--- src/rtl/legv8_pkg.sv ---
// ---------------------------------------------------------------------------
// legv8_pkg : shared LEGv8 control constants (states, opcodes, mux selects)
// Revision  : 1.0
// ---------------------------------------------------------------------------
`default_nettype none

package legv8_pkg;

  typedef enum logic [3:0] {
    st_rst       = 4'd0,
    st_fetch     = 4'd1,
    st_decode    = 4'd2,
    st_mem_addr  = 4'd3,
    st_mem_read  = 4'd4,
    st_mem_wb    = 4'd5,
    st_mem_write = 4'd6,
    st_exec_r    = 4'd7,
    st_r_wb      = 4'd8,
    st_br_cbz    = 4'd9,
    st_br_b      = 4'd10,
    st_halt      = 4'd11
  } state_t;

  typedef enum logic [2:0] {
    cls_mem_ld  = 3'd0,
    cls_mem_st  = 3'd1,
    cls_rtype   = 3'd2,
    cls_cbz     = 3'd3,
    cls_b       = 3'd4,
    cls_illegal = 3'd5
  } instr_class_t;

  localparam logic [10:0] c_op_ldur = 11'b11111000010;
  localparam logic [10:0] c_op_stur = 11'b11111000000;
  localparam logic [10:0] c_op_add  = 11'b10001011000;
  localparam logic [10:0] c_op_sub  = 11'b11001011000;
  localparam logic [10:0] c_op_and  = 11'b10001010000;
  localparam logic [10:0] c_op_orr  = 11'b10101010000;

  // CBZ and B carry register/offset bits in the low opcode field
  localparam logic [10:0] c_op_cbz_mask  = 11'b11111111000;
  localparam logic [10:0] c_op_cbz_match = 11'b10110100000;
  localparam logic [10:0] c_op_b_mask    = 11'b11111100000;
  localparam logic [10:0] c_op_b_match   = 11'b00010100000;

  localparam logic [1:0] c_aluop_add   = 2'b00;
  localparam logic [1:0] c_aluop_passb = 2'b01;
  localparam logic [1:0] c_aluop_rtype = 2'b10;

  localparam logic [1:0] c_srcb_reg  = 2'b00;
  localparam logic [1:0] c_srcb_four = 2'b01;
  localparam logic [1:0] c_srcb_dofs = 2'b10;
  localparam logic [1:0] c_srcb_bofs = 2'b11;

  localparam logic [1:0] c_pcsrc_alu    = 2'b00;
  localparam logic [1:0] c_pcsrc_aluout = 2'b01;
  localparam logic [1:0] c_pcsrc_btgt   = 2'b10;

  function automatic logic op_match(input logic [10:0] op,
                                    input logic [10:0] mask,
                                    input logic [10:0] match);
    return (op & mask) == match;
  endfunction

endpackage

`default_nettype wire

--- src/rtl/multicycle_control_decode.sv ---
// ---------------------------------------------------------------------------
// multicycle_control_decode : opcode -> instruction class map
// Revision  : 1.0
// ---------------------------------------------------------------------------
`default_nettype none

module multicycle_control_decode
  import legv8_pkg::*;
#(
  parameter int OPCODE_W = 11
) (
  input  logic [OPCODE_W-1:0] opcode,
  output instr_class_t        iclass
);

  logic [10:0] w_op;

  assign w_op = opcode[OPCODE_W-1 -: 11];

  always_comb begin
    iclass = cls_illegal;
    if (w_op == c_op_ldur) begin
      iclass = cls_mem_ld;
    end else if (w_op == c_op_stur) begin
      iclass = cls_mem_st;
    end else if ((w_op == c_op_add) || (w_op == c_op_sub) ||
                 (w_op == c_op_and) || (w_op == c_op_orr)) begin
      iclass = cls_rtype;
    end else if (op_match(w_op, c_op_cbz_mask, c_op_cbz_match)) begin
      iclass = cls_cbz;
    end else if (op_match(w_op, c_op_b_mask, c_op_b_match)) begin
      iclass = cls_b;
    end
  end

endmodule

`default_nettype wire

--- src/rtl/multicycle_control.sv ---
// ---------------------------------------------------------------------------
// multicycle_control : LEGv8 multi-cycle main control FSM
// Option macro MULTICYCLE_CONTROL_INSTR_COUNT_EN adds the InstrCount output.
// Revision  : 1.0
// ---------------------------------------------------------------------------
`default_nettype none

module multicycle_control
  import legv8_pkg::*;
#(
  parameter int OPCODE_W     = 11,
  parameter bit ILLEGAL_HALT = 1'b0
) (
  input  logic                clk,
  input  logic                reset,
  input  logic [OPCODE_W-1:0] Opcode,
  input  logic                Zero,
  input  logic                MemReady,
  output logic [1:0]          ALUOp,
  output logic                ALUSrcA,
  output logic [1:0]          ALUSrcB,
  output logic [1:0]          PCSource,
  output logic                PCEn,
  output logic                IorD,
  output logic                MemRead,
  output logic                MemWrite,
  output logic                IRWrite,
  output logic                MemToReg,
  output logic                RegWrite,
  output logic                Reg2Loc,
  output logic                IllegalOp,
  output logic [3:0]          State
`ifdef MULTICYCLE_CONTROL_INSTR_COUNT_EN
  ,
  output logic [31:0]         InstrCount
`endif
);

  state_t       r_state;
  state_t       w_next;
  instr_class_t w_class;

  multicycle_control_decode #(
    .OPCODE_W (OPCODE_W)
  ) u_decode (
    .opcode (Opcode),
    .iclass (w_class)
  );

  always_ff @(posedge clk or posedge reset) begin
    if (reset) begin
      r_state <= st_rst;
    end else begin
      r_state <= w_next;
    end
  end

  always_comb begin
    w_next    = r_state;
    ALUOp     = c_aluop_add;
    ALUSrcA   = 1'b0;
    ALUSrcB   = c_srcb_reg;
    PCSource  = c_pcsrc_alu;
    PCEn      = 1'b0;
    IorD      = 1'b0;
    MemRead   = 1'b0;
    MemWrite  = 1'b0;
    IRWrite   = 1'b0;
    MemToReg  = 1'b0;
    RegWrite  = 1'b0;
    Reg2Loc   = 1'b0;
    IllegalOp = 1'b0;

    case (r_state)
      st_rst: begin
        w_next = st_fetch;
      end
      st_fetch: begin
        MemRead = 1'b1;
        ALUSrcB = c_srcb_four;
        PCEn    = MemReady;
        IRWrite = MemReady;
        if (MemReady) begin
          w_next = st_decode;
        end
      end
      st_decode: begin
        // ALU precomputes the branch target while the opcode is classified
        ALUSrcB = c_srcb_bofs;
        case (w_class)
          cls_mem_ld, cls_mem_st: w_next = st_mem_addr;
          cls_rtype:              w_next = st_exec_r;
          cls_cbz:                w_next = st_br_cbz;
          cls_b:                  w_next = st_br_b;
          default: begin
            IllegalOp = 1'b1;
            w_next    = (ILLEGAL_HALT != 1'b0) ? st_halt : st_fetch;
          end
        endcase
      end
      st_mem_addr: begin
        ALUSrcA = 1'b1;
        ALUSrcB = c_srcb_dofs;
        if (w_class == cls_mem_st) begin
          w_next = st_mem_write;
        end else if (w_class == cls_mem_ld) begin
          w_next = st_mem_read;
        end else begin
          w_next = st_fetch;
        end
      end
      st_mem_read: begin
        IorD    = 1'b1;
        MemRead = 1'b1;
        if (MemReady) begin
          w_next = st_mem_wb;
        end
      end
      st_mem_wb: begin
        RegWrite = 1'b1;
        MemToReg = 1'b1;
        w_next   = st_fetch;
      end
      st_mem_write: begin
        IorD     = 1'b1;
        MemWrite = 1'b1;
        if (MemReady) begin
          w_next = st_fetch;
        end
      end
      st_exec_r: begin
        ALUSrcA = 1'b1;
        ALUOp   = c_aluop_rtype;
        w_next  = st_r_wb;
      end
      st_r_wb: begin
        RegWrite = 1'b1;
        w_next   = st_fetch;
      end
      st_br_cbz: begin
        ALUSrcA  = 1'b1;
        ALUOp    = c_aluop_passb;
        PCSource = c_pcsrc_aluout;
        PCEn     = Zero;
        w_next   = st_fetch;
      end
      st_br_b: begin
        PCSource = c_pcsrc_btgt;
        PCEn     = 1'b1;
        w_next   = st_fetch;
      end
      st_halt: begin
        w_next = st_halt;
      end
      default: begin
        w_next = st_fetch;
      end
    endcase

    // Rt feeds read port 2 for STUR data and the CBZ test register
    if ((r_state != st_rst) && (r_state != st_halt) &&
        ((w_class == cls_mem_st) || (w_class == cls_cbz))) begin
      Reg2Loc = 1'b1;
    end
  end

  assign State = r_state;

`ifdef MULTICYCLE_CONTROL_INSTR_COUNT_EN
  logic        w_retire;
  logic [31:0] r_instr_count;

  // An instruction retires on its final transition back into FETCH
  always_comb begin
    w_retire = 1'b0;
    case (r_state)
      st_mem_wb, st_r_wb, st_br_cbz, st_br_b: w_retire = 1'b1;
      st_mem_write:                            w_retire = MemReady;
      default:                                 w_retire = 1'b0;
    endcase
  end

  always_ff @(posedge clk or posedge reset) begin
    if (reset) begin
      r_instr_count <= 32'd0;
    end else if (w_retire) begin
      r_instr_count <= r_instr_count + 32'd1;
    end
  end

  assign InstrCount = r_instr_count;
`endif

endmodule

`default_nettype wire

--- config.mk ---
export PLATFORM = sky130hd
export DESIGN_NAME = multicycle_control
export DESIGN_NICKNAME = d
export VERILOG_FILES = /design/src/rtl/legv8_pkg.sv /design/src/rtl/multicycle_control_decode.sv /design/src/rtl/multicycle_control.sv
export SDC_FILE = /design/constraint.sdc
export NUM_CORES = 1
export LEC_CHECK = 0
export ABC_AREA = 1
export CAP_MARGIN = 20
export CORE_MARGIN = 5
export CORE_UTILIZATION = 35
export DETAILED_ROUTE_END_ITERATION = 7
export PLACE_DENSITY = 0.72
export REMOVE_ABC_BUFFERS = 1
export SYNTH_ARGS = -nofsm -noshare
export SYNTH_HDL_FRONTEND = slang
export SYNTH_HIERARCHICAL = 1
export SYNTH_SLANG_ARGS = --single-unit
--- constraint.sdc ---
create_clock -name clk -period 2 [get_ports clk]
set_input_delay 0.4 -clock clk [delete_from_list [all_inputs] [get_ports clk]]
set_output_delay 0.4 -clock clk [all_outputs]
set_load 0.01 [all_outputs]
==> impl_metrics.ini, run 1 <==
[run_status]
status = completed

[global_routing]
grt_pass1_wl_mm = 3.988
grt_usage_pct = 19.38
grt_max_degree = 9
grt_pass1_vias = 916
antenna_found_initial = 0
grt_overflow = 0

[worst_setup_path]
cp_cell_sequence = nor2_4, inv_2, nor2_1, clkdlybuf4s50_1
crit_path_start_kind = flop
critPathRequiredTime_ns = 1.60
end_kind = output pin
critPathMaxFanout = 4
arrival_ns = 1.53
critPathKind = reg2out
crit_slowest_cell = clkdlybuf4s50_1
cpPeakStageDelay_ns = 0.54

[clock_network]
cts.sinks = 4
numCtsBuffers = 3
cts_root_buf = clkbuf_4
cts.reportedPaths.clkPinSlew_ns = 0.04
cts_tree = done
clk_latency_ns = 0.23
htreeDepth = 1
clock_path_buffers = 2

[flow_run]
maxCapViolCount = 0

[sta]
tns_ns = 0
finalSetupViolCount = 0
clock_skew_ns = 0.0002496
grt_setup_unrepaired = yes
period_share_pct = 96.62
final_hold_viol_count = 0
report.final.slew_viol_count = 0
maxSlewHeadroom_pct = 84.78
fmax_mhz = 517.5
worst_slack_ns = 0.06751
worstMarginPinSlew_ns = 0.2266
period_needed_ns = 1.932
whs_ns = 0.3441

[final_layout]
n_fill_cell = 163
drive_above_1_share_pct = 33.33
fin_cells = 199
syn2layout_area_growth_pct = 84.63
insertedDiodeCount = 0
utilization_pct = 68.03
largest_reg_flops = 4
fin_area_um2 = 1187
nNetsFinal = 191

[synth]
synth-seq-area-share_pct = 15.56
synthCells = 120
synth.distinct_cells = 20
mappedNetlistArea_um2 = 643.1
synth.avg_cell_area_um2 = 5.359
ys.warnings.count = 6
synth_seq_cells = 4

[routing]
drc = 0
drt-initial-drc-count = 21
via_count = 969
first_pass_iters = 4
routed_via_density = 4.869
routed_wl_mm = 2.363
routedWlPerCell_um = 11.87
ant_nets = 0

[die]
die_w_um = 52.87
io_pins = 35
dieArea_um2 = 2795
core_um2 = 1745
start_util_pct = 36.85
die_height_um = 52.87
placementRows = 15

[power]
design_power_total_mw = 1.237
vdd_drop_max_v = 0.0008311
leakage_nw = 0.7270
p_per_area_nw_per_um2 = 1042

[placed_design]
io_buffers = 34
dpl_cell_area_um2 = 1056
dp.cells = 185
place.gp.congestion = 0.8577
hpwlAfterDp_mm = 1.769
pre_cts_ws_ns = -0.7387

[min_path]
min_path_type = in2async
==> placed cells by master, fill, tap and decap left out, types with 6 or more instances in the layout <==
master           count
buf_4               18
nor2_1              19
nand2_1             26
dlygate4sd2_1       19
clkdlybuf4s50_1      8
inv_1               17
nand3_1              9
inv_2                6
nor2_2              10
==> report_power, final <==
group          switching (mW)  internal [mW]
clock                  0.0313         0.0670
combinational           0.504          0.434
sequential             0.0797          0.121
==> final timing paths <==
| check | from | to | slack [ns] | cells past startpoint |
|---|---|---|---|---|
| setup / recovery | State[2]$_DFFE_PP0P_ | ALUSrcB[1] | 0.07 | 4 |
| hold / removal | reset | State[0]$_DFFE_PP0P_ | 0.34 | 2 |
| max in group asynchronous | reset | State[1]$_DFFE_PP0P_ | 1.50 | 2 |
| hold reg to reg | State[1]$_DFFE_PP0P_ | State[1]$_DFFE_PP0P_ | 0.73 | 2 |
| setup reg to reg | State[0]$_DFFE_PP0P_ | State[0]$_DFFE_PP0P_ | 0.66 | 9 |
| min in group clk | State[1]$_DFFE_PP0P_ | State[1]$_DFFE_PP0P_ | 0.73 | 2 |
==> cell families after synthesis <==
| kind of cell | synth area share, % |
|---|---|
| buffers and inverters | 15.17 |
| and+or+nand+nor | 59.34 |
| DFF | 15.56 |
| AOI/OAI and AO/OA | 9.922 |
==> worst max-delay path, delay by kind of cell (launching register included) <==
| family | cells | cell delay (ns) |
|---|---|---|
| buf+inv | 2 | 0.60 |
| simple gates | 2 | 0.26 |
| flops | 1 | 0.44 |
==> synth_stat cells, drive strengths merged <==
cell type  number  share of area, %
nor2           33                24
nand3          11               9.3
nand2          31                20
o21ai           6               5.3
a31o            1               1.4
o211ai          1               1.2
nand3b          1               1.2
a211o           1               1.4
dfrtp           4                16
a21oi           1              0.78
inv            23                13
nand4           5               4.9
nor3            1              0.78
buf             1               1.8
==> repair_timing <==
item / CTS / global route
gates resized for setup: 41 / 10
pin swaps: 10 / 6
endpoints found under the setup margin: 13 / 7
hold buffers: 0 / 0
setup buffers: 9 / 2
==> final cells by class <==
class / count / area (um2) / share of cell area (%)
multi-input combinational: 92 / 488.0 / 41.10
timing repair buffer: 52 / 454.2 / 38.25
sequential: 4 / 105.1 / 8.851
inverter: 23 / 86.33 / 7.271
tap: 25 / 31.28 / 2.634
clock buffer: 3 / 22.52 / 1.897
==> metal layers <==
metal / part of all wire [%] / GRT usage [%]
met5: 0 / 0
met4: 1.5 / 8.511
met3: 5.2 / 2.535
met2: 50 / 32.02
met1: 44 / 24.83
(Power assumes the default switching activity.)
==> run 2, diff against run 1 <==
Settings changed: CORE_MARGIN 5 to unset, CORE_UTILIZATION 35 to 41, PLACE_DENSITY 0.72 to 0.83.
==> impl_metrics.ini, run 2 (synthesis gave the netlist of run 1 again) <==
[die]
placementRows = 13
die_w_um = 41.61
die_height_um = 41.61
dieArea_um2 = 1731
start_util_pct = 46.52
core_um2 = 1383
io_pins = 35

[clock_network]
cts.sinks = 4
cts_root_buf = clkbuf_4
clock_path_buffers = 2
htreeDepth = 1
cts_tree = done
clk_latency_ns = 0.24
cts.reportedPaths.clkPinSlew_ns = 0.04
numCtsBuffers = 3

[global_routing]
grt_util_met3_pct = 6.087
use_met2_pct = 51.25
grt_usage_pct = 33.09
grt_overflow = 0
grt_busiest_layer = met2
grt_pass1_vias = 978
met1_usage_pct = 42.51
antenna_found_initial = 0
grt_pass1_wl_mm = 4.402
grt_max_degree = 9

[min_path]
min_path_type = in2async

[sta]
whs_ns = 0.3429
maxSlewHeadroom_pct = 73.38
worst_slack_ns = -0.03108
tns_ns = -0.03483
clock_skew_ns = 0.001079
final_hold_viol_count = 0
fmax_mhz = 492.3
grt_setup_unrepaired = yes
period_share_pct = 101.6
finalSetupViolCount = 2
report.final.slew_viol_count = 0
period_needed_ns = 2.031
worstMarginPinSlew_ns = 0.3963

[worst_setup_path]
arrival_ns = 1.63
rr_endpoint = State[0]$_DFFE_PP0P_
worstSetupStartpoint = Opcode[9]
critPathRequiredTime_ns = 1.60
ff2ff_path_depth = 9
rrSetupSlack_ns = 0.58
critPathMaxFanout = 3
crit_path_start_kind = input pin
end_kind = output pin
critPathKind = in2out
reg2reg_from = State[0]$_DFFE_PP0P_

[final_layout]
drive_above_1_share_pct = 39.43
layout_commonest_cell = nand2_1
insertedDiodeCount = 0
n_fill_cell = 67
largest_reg_flops = 4
multiInputGateArea_um2 = 545.5
utilization_pct = 89.59
final_cell_mix = nand2_1 (20), inv_1 (18), buf_4 (18), nor2_1 (15), dlygate4sd2_1 (15)
syn2layout_area_growth_pct = 92.61
nNetsFinal = 192
regArea_um2 = 105.1

[run_status]
violations = setup timing
status = finished, violations left

[power]
p_int_mw = 0.5934
leakage_nw = 0.7373
p_per_area_nw_per_um2 = 1005
seqPwrFrac_pct = 16.9
vdd_drop_max_v = 0.0009667
switching_share_pct = 52.32
p_sw_mw = 0.6511
power.share.combinational_pct = 74.8
clkPwrFrac_pct = 8.3

[routing]
routed_wl_mm = 3.108
routed_via_density = 5.726
drt-initial-drc-count = 79
via_count = 1088
first_pass_iters = 6
routedWlPerCell_um = 16.36
drc = 0
ant_nets = 0

[placed_design]
io_buffers = 34
hpwlAfterDp_mm = 1.802
place.gp.congestion = 0.8412

[flow_run]
maxCapViolCount = 0
==> run 2: changes by cell type in the layout (fill, tap and decap cells not counted), moves of 2 or more <==
cell,before,now
nand2_2,5,9
clkbuf_2,0,2
nand3_2,2,0
nor2_4,4,8
nand2_4,0,2
dlygate4sd2_1,19,15
nand2_1,26,20
nor2_1,19,15
clkdlybuf4s15_1,0,3
==> run 2: area by class of cell <==
class | count | share of cell area [%]
clock buffer | 3 | 1.818
inverter | 23 | 6.970
sequential | 4 | 8.485
multi-input combinational | 92 | 44.04
tap | 15 | 1.515
timing repair buffer | 53 | 37.17
==> run 2: per-stage QoR <==
stage / worst slack, ns / total power, mW / area (um2) / instances
global placement: -0.6994 / 1.068 / 1066 / 178
floorplan: 0.3451 / 0.6319 / 631.9 / 119
global route: -0.1047 / 1.322 / 1239 / 190
finish: -0.03108 / 1.244 / 1239 / 190
CTS: 0.002324 / 1.178 / 1152 / 189
detailed placement: -0.7392 / 1.087 / 1066 / 178
==> run 2: power by group through the flow <==
stage	clock, mW	sequential [mW]	combinational (mW)
floorplan	0	0.195	0.437
global placement	0	0.186	0.882
detailed placement	0	0.186	0.900
CTS	0.108	0.192	0.877
global route	0.107	0.214	1.00
finish	0.104	0.210	0.930
==> run 2: worst max-delay path by stage <==
| stage | slack, ns | to | depth (start not counted) |
|---|---|---|---|
| after CTS | 0.002 | MemToReg | 4 |
| after detailed placement | -0.74 | IllegalOp | 10 |
| final | -0.03 | IllegalOp | 10 |
| after floorplan | 0.35 | Reg2Loc | 9 |
| after global routing | -0.10 | Reg2Loc | 10 |
| after global placement | -0.70 | IllegalOp | 10 |
==> run 2: repair_timing <==
item                       in CTS  in global routing
setup endpoints to repair      16                  9
hold buffers                    0                  0
pin swaps                      10                 10
resized for setup              44                 31
buffers inserted                8                  1
==> run 2: critical path, cell delays in order <==
cell and delay [ns]:
dlygate4sd2_1 0.24, inv_2 0.07, buf_4 0.14, nor2_4 0.09, nand2_2 0.06, nor2_2 0.17
nor2_4 0.06, o21ai_2 0.16, nor2_1 0.09, buf_2 0.14
==> run 2: routing by layer <==
layer | part of all wire, % | up-vias
met5 | 0 | -
met4 | 4.1 | 0
met3 | 8.8 | 21
met2 | 46 | 72
met1 | 41 | 507
li1 | - | 488
==> run 3, diff against run 2 <==
Settings changed: CAP_MARGIN 20 to 30.
==> results of run 3 <==
Final layout, timing and power as in run 2 (identical DEF).
